[src/rtl/ysyx22041405_mem_arbiter.sv]
// ysyx22041405_mem_arbiter
//   Shares the single core memory port between instruction fetch (IFU) and
//   load/store (LSU). One transaction is in flight at a time: it is accepted
//   in IDLE, presented to memory in REQ, and its response is routed back to
//   the owner in WAIT.
//
//   Optional feature macro: ARB_RR_EN
//     defined   - round-robin tie break (requester not granted last wins)
//     undefined - fixed priority, LSU wins ties
//
// Ports
//   clk, rst_n                    clock, asynchronous active-low reset
//   ifu_req_valid/ready, ifu_addr IFU request handshake and fetch address
//   ifu_rsp_valid, ifu_rdata      IFU response pulse and instruction
//   lsu_req_valid/ready           LSU request handshake
//   lsu_addr/we/wdata/mask        LSU request fields
//   lsu_rsp_valid, lsu_rdata      LSU response pulse and load data (0 on write)
//   mem_req_valid/ready           memory request handshake
//   mem_addr/wdata/we/mask        registered memory request fields
//   mem_rsp_valid, mem_rdata      memory response and read data
module ysyx22041405_mem_arbiter #(
    parameter int WIDTH = 32
) (
    input  logic             clk,
    input  logic             rst_n,

    input  logic             ifu_req_valid,
    output logic             ifu_req_ready,
    input  logic [WIDTH-1:0] ifu_addr,
    output logic             ifu_rsp_valid,
    output logic [WIDTH-1:0] ifu_rdata,

    input  logic             lsu_req_valid,
    output logic             lsu_req_ready,
    input  logic [WIDTH-1:0] lsu_addr,
    input  logic             lsu_we,
    input  logic [WIDTH-1:0] lsu_wdata,
    input  logic [7:0]       lsu_mask,
    output logic             lsu_rsp_valid,
    output logic [WIDTH-1:0] lsu_rdata,

    output logic             mem_req_valid,
    input  logic             mem_req_ready,
    output logic [WIDTH-1:0] mem_addr,
    output logic [WIDTH-1:0] mem_wdata,
    output logic             mem_we,
    output logic [7:0]       mem_mask,
    input  logic             mem_rsp_valid,
    input  logic [WIDTH-1:0] mem_rdata
);

    typedef enum logic [1:0] {
        S_IDLE = 2'd0,
        S_REQ  = 2'd1,
        S_WAIT = 2'd2
    } state_t;

    state_t           state;
    state_t           state_next;
    logic             owner;      // 0 = IFU, 1 = LSU
    logic [WIDTH-1:0] req_addr;
    logic [WIDTH-1:0] req_wdata;
    logic             req_we;
    logic [7:0]       req_mask;
    logic             tie_lsu;
    logic             grant_lsu;
    logic             accept;

`ifdef ARB_RR_EN
    logic             last;       // 0 = IFU, 1 = LSU granted most recently

    assign tie_lsu = ~last;
`else
    assign tie_lsu = 1'b1;
`endif

    // Winner among the current valids; only meaningful while in IDLE.
    assign grant_lsu = lsu_req_valid & (~ifu_req_valid | tie_lsu);

    assign mem_addr  = req_addr;
    assign mem_wdata = req_wdata;
    assign mem_we    = req_we;
    assign mem_mask  = req_mask;

    always_ff @(posedge clk or negedge rst_n) begin
        if (!rst_n) begin
            state     <= S_IDLE;
            owner     <= 1'b0;
            req_addr  <= '0;
            req_wdata <= '0;
            req_we    <= 1'b0;
            req_mask  <= '0;
`ifdef ARB_RR_EN
            last      <= 1'b1;
`endif
        end else begin
            state <= state_next;
            if (accept) begin
                owner     <= lsu_req_ready;
                req_addr  <= lsu_req_ready ? lsu_addr : ifu_addr;
                req_wdata <= lsu_req_ready ? lsu_wdata : '0;
                req_we    <= lsu_req_ready & lsu_we;
                req_mask  <= lsu_req_ready ? lsu_mask : '0;
`ifdef ARB_RR_EN
                last      <= lsu_req_ready;
`endif
            end
        end
    end

    always_comb begin
        state_next    = state;
        ifu_req_ready = 1'b0;
        lsu_req_ready = 1'b0;
        accept        = 1'b0;
        mem_req_valid = 1'b0;
        ifu_rsp_valid = 1'b0;
        lsu_rsp_valid = 1'b0;
        ifu_rdata     = '0;
        lsu_rdata     = '0;

        unique case (state)
            S_IDLE: begin
                // Readies are qualified by rst_n so they read 0 while reset
                // is held, even though the state register already sits in IDLE.
                ifu_req_ready = rst_n & ifu_req_valid & ~grant_lsu;
                lsu_req_ready = rst_n & grant_lsu;
                accept        = ifu_req_ready | lsu_req_ready;
                if (accept) begin
                    state_next = S_REQ;
                end
            end
            S_REQ: begin
                mem_req_valid = 1'b1;
                if (mem_req_ready) begin
                    state_next = S_WAIT;
                end
            end
            S_WAIT: begin
                if (mem_rsp_valid) begin
                    if (owner) begin
                        lsu_rsp_valid = 1'b1;
                        lsu_rdata     = req_we ? '0 : mem_rdata;
                    end else begin
                        ifu_rsp_valid = 1'b1;
                        ifu_rdata     = mem_rdata;
                    end
                    state_next = S_IDLE;
                end
            end
            default: begin
                state_next = S_IDLE;
            end
        endcase
    end

endmodule

[config.mk]
export PLATFORM = sky130hd
export DESIGN_NAME = ysyx22041405_mem_arbiter
export DESIGN_NICKNAME = d
export VERILOG_FILES = /design/src/rtl/ysyx22041405_mem_arbiter.sv
export SDC_FILE = /design/constraint.sdc
export NUM_CORES = 1
export LEC_CHECK = 0
export CAP_MARGIN = 30
export CORE_ASPECT_RATIO = 0.9
export CORE_MARGIN = 5
export CORE_UTILIZATION = 33
export CTS_CLUSTER_SIZE = 20
export DETAILED_ROUTE_END_ITERATION = 6
export PLACE_DENSITY = 0.82
export SYNTH_ARGS = -nofsm -noshare
export SYNTH_HDL_FRONTEND = slang
export SYNTH_SLANG_ARGS = --single-unit
[constraint.sdc]
create_clock -name clk -period 2.1 [get_ports clk]
set_input_delay 0.42 -clock clk [delete_from_list [all_inputs] [get_ports clk]]
set_output_delay 0.42 -clock clk [all_outputs]
set_load 0.05 [all_outputs]
==> run_results.csv <==
group,metric,value,unit
power,netSwitchingPower,0.00500,W
logic_synthesis,synth-async-reset-ratio,1.00,
timing,setup_viol,6,
routing,ant_nets,0,
routing,vias,3702,
logic_synthesis,syn-mean-instance-area,11.9,µm²
grt,gr-total-overflow,0,
logic_synthesis,synth.area.top_cells,"dfrtp_1, and2_1, a22o_1, o221a_1, nand2b_1",
run,drv_cap,0,
routing,drt_iter0_drc,228,
power,powerDensity,1340,nW/µm²
layout,drive_gt1_frac,0.304,
routing,drt-vias-per-instance,5.14,
layout,area_delta_synth_final,124,%
layout,fill_cells,634,
timing,finalMaxSlewViolations,0,
grt,grt_pass1_wl,23.9,mm
grt,grt_start_max_net_pins,62,
clocking,cts_tree,"yes",
logic_synthesis,synth.top_cell.area_share,0.544,
clocking,clk_pin_slew,0.07,ns
timing,hold_viol,0,
logic_synthesis,synth_edf_count,0,
power,p_leak,3.24,nW
logic_synthesis,syn_nets,436,
critical_path,path_class,"register to output pin",
layout,design_area,7830,µm²
clocking,clockBufferDepth,2,
timing,layout_setup_ws,-0.00875,ns
run_status,violations,"setup timing",
timing,setup_tns,-0.0176,ns
logic_synthesis,synth_area_leader_cell,"dfrtp_1",
power,ir_worst_vdd,1090,µV
clocking,ctsHoldBuffers,0,
logic_synthesis,ys_seq_area_frac,0.544,
logic_synthesis,synth_warnings,0,
clocking,insertion_delay,0.33,ns
timing,max_slew_margin,0.477,
floorplanning,core,10300,µm²
grt,antenna_found_initial,2,
timing,fmax,0.474,GHz
critical_path,critPathLaunchType,"register",
critical_path,end_kind,"output pin",
power,seqPwrFrac,0.252,
clocking,clock_sinks,76,
floorplanning,die_area,12800,µm²
routing,drt_pass1_iterations,4,
place,post-place-ws,-0.0510,ns
clocking,cts_buffers,9,
timing,finalCritPeriodShare,1.00,
grt,grt_pass1_vias,4200,
power,p_comb_frac,0.598,
timing,tightest_slew,0.785,ns
power,intPower,0.00552,W
routing,routedWlPerCell,23.7,µm
layout,final_util,0.761,
timing,rsz0062_at_grt,"yes",
power,power_frac_clock,0.150,
logic_synthesis,netlist_top_cells_count,"dfrtp_1, and2_1, a22o_1",
place,place_area,7200,µm²
clocking,cts-root-buf,"clkbuf_16",
place,port_buffers,284,
grt,grtUsageTotal,0.241,
power,p_sw_frac,0.475,
place,place_hpwl,11.7,mm
place,globalplace.congestion,0.776,
timing,period_needed,2.11,ns
floorplanning,die_h,108,µm
critical_path,cp_data_required_time,1.68,ns
timing,finClkSkew,0.0115,ns
floorplanning,fp-row-count,35,
logic_synthesis,syn_inst,293,
logic_synthesis,ys.flop_type,"dfrtp_1",
layout,final_nets,727,
worst_hold_path,hold_path.class,"input pin to async pin",
routing,wl,17.0,mm
logic_synthesis,ys_types,22,
floorplanning,boundaryPins,285,
logic_synthesis,netlist_area,3500,µm²
floorplanning,die_x,119,µm
logic_synthesis,ys_seq_elements,76,
floorplanning,initial_core_util,0.340,
critical_path,path_max_fanout,8,
run_status,status,"finished with violations",
routing,drc,0,
timing,holdWs,0.0640,ns
clocking,cts_max_level,3,
logic_synthesis,synth.most_common_cell,"dfrtp_1",
critical_path,arrival,1.69,ns
## layer usage
layer,track usage,vias to the layer above,wire (µm)
met5,0,-,0
met4,0.0810,0,462
met3,0.0909,34,1440
met2,0.458,207,9530
met1,0.240,1820,5620
li1,-,1641,-
## layout make-up
type | instances | area (µm²) | share of cell area
Tap cell | 129 | 161 | 0.0206
Clock inverter | 6 | 71.3 | 0.00911
Multi-Input combinational cell | 191 | 1650 | 0.211
Timing Repair Buffer | 304 | 3800 | 0.486
Antenna cell | 2 | 5.00 | 0.000639
Clock buffer | 10 | 229 | 0.0293
Sequential cell | 76 | 1900 | 0.243
Inverter | 2 | 7.51 | 0.000959
## repair_timing
item                                    in CTS  in global routing
cloned                                       2                  3
endpoints found under the setup margin      65                 65
setup buffers                                4                  0
gates resized for setup                     60                 15
pin swaps                                   17                 11
## logic make-up (layout without fill, tap and decap cells)
logic type | count (synthesis) | after routing | share of synthesized area
simple gates | 114 | 114 | 0.206
compound gates | 77 | 77 | 0.210
flops | 76 | 76 | 0.544
buf+inv | 26 | 322 | 0.0401
other cells | 0 | 2 | 0
## flip-flops by register name, summed over array words and instances, names as in the netlist
register   count
state          2
mem_we         1
mem_addr      32
mem_wdata     32
mem_mask       8
owner          1
## cells in the final DEF, fill, tap and decap left out, types with 2 or more instances in the layout
cell | Yosys | layout
a22o_1 | 41 | 41
a22oi_1 | 2 | 2
and2_2 | 0 | 3
and2_4 | 0 | 61
buf_12 | 0 | 72
buf_4 | 0 | 11
buf_6 | 5 | 3
clkbuf_16 | 0 | 12
clkdlybuf4s50_1 | 0 | 213
clkinvlp_4 | 0 | 2
dfrtp_1 | 76 | 74
dfrtp_2 | 0 | 2
diode_2 | 0 | 2
inv_1 | 2 | 2
inv_6 | 0 | 2
nand2_1 | 5 | 4
nand2b_1 | 32 | 31
nand3_1 | 2 | 2
nand4b_1 | 2 | 2
nor2_1 | 3 | 2
nor3b_4 | 0 | 2
o21ai_0 | 2 | 2
o221a_1 | 30 | 30
## critical path: stages (launching register included)
cell and delay (ns):
dfrtp_1 0.38, nand2b_4 0.17, nor3b_4 0.22, buf_6 0.15, clkbuf_16 0.15, and2_4 0.16, buf_12 0.13
## metrics by stage
stage	std cells	power, W
6_report	720	0.0105
2_1_floorplan	293	0.00621
3_5_place_dp	694	0.00870
4_1_cts	716	0.0105
3_3_place_gp	694	0.00857
5_1_grt	720	0.0109
## final timing paths
kind,depth (start not counted),startpoint,slack [ns],endpoint
worst max-delay path,6,state[0],-0.009,ifu_rdata[1]
worst min-delay path,2,rst_n,0.06,mem_wdata[22]
worst max register to register,5,state[0],0.46,mem_addr[26]
worst min register to register,1,mem_mask[6],0.50,mem_mask[6]
max in group asynchronous,2,rst_n,1.28,mem_addr[22]
min in group clk,1,mem_mask[6],0.50,mem_mask[6]
## power by group through the flow
stage               clock [W]  combinational (W)  sequential [W]
finish                0.00158            0.00629         0.00265
global route          0.00166            0.00647         0.00273
CTS                   0.00159            0.00624         0.00262
detailed placement          0            0.00609         0.00261
global placement            0            0.00601         0.00256
floorplan                   0            0.00128         0.00493
Note: power is estimated with default switching activity, not from simulation.
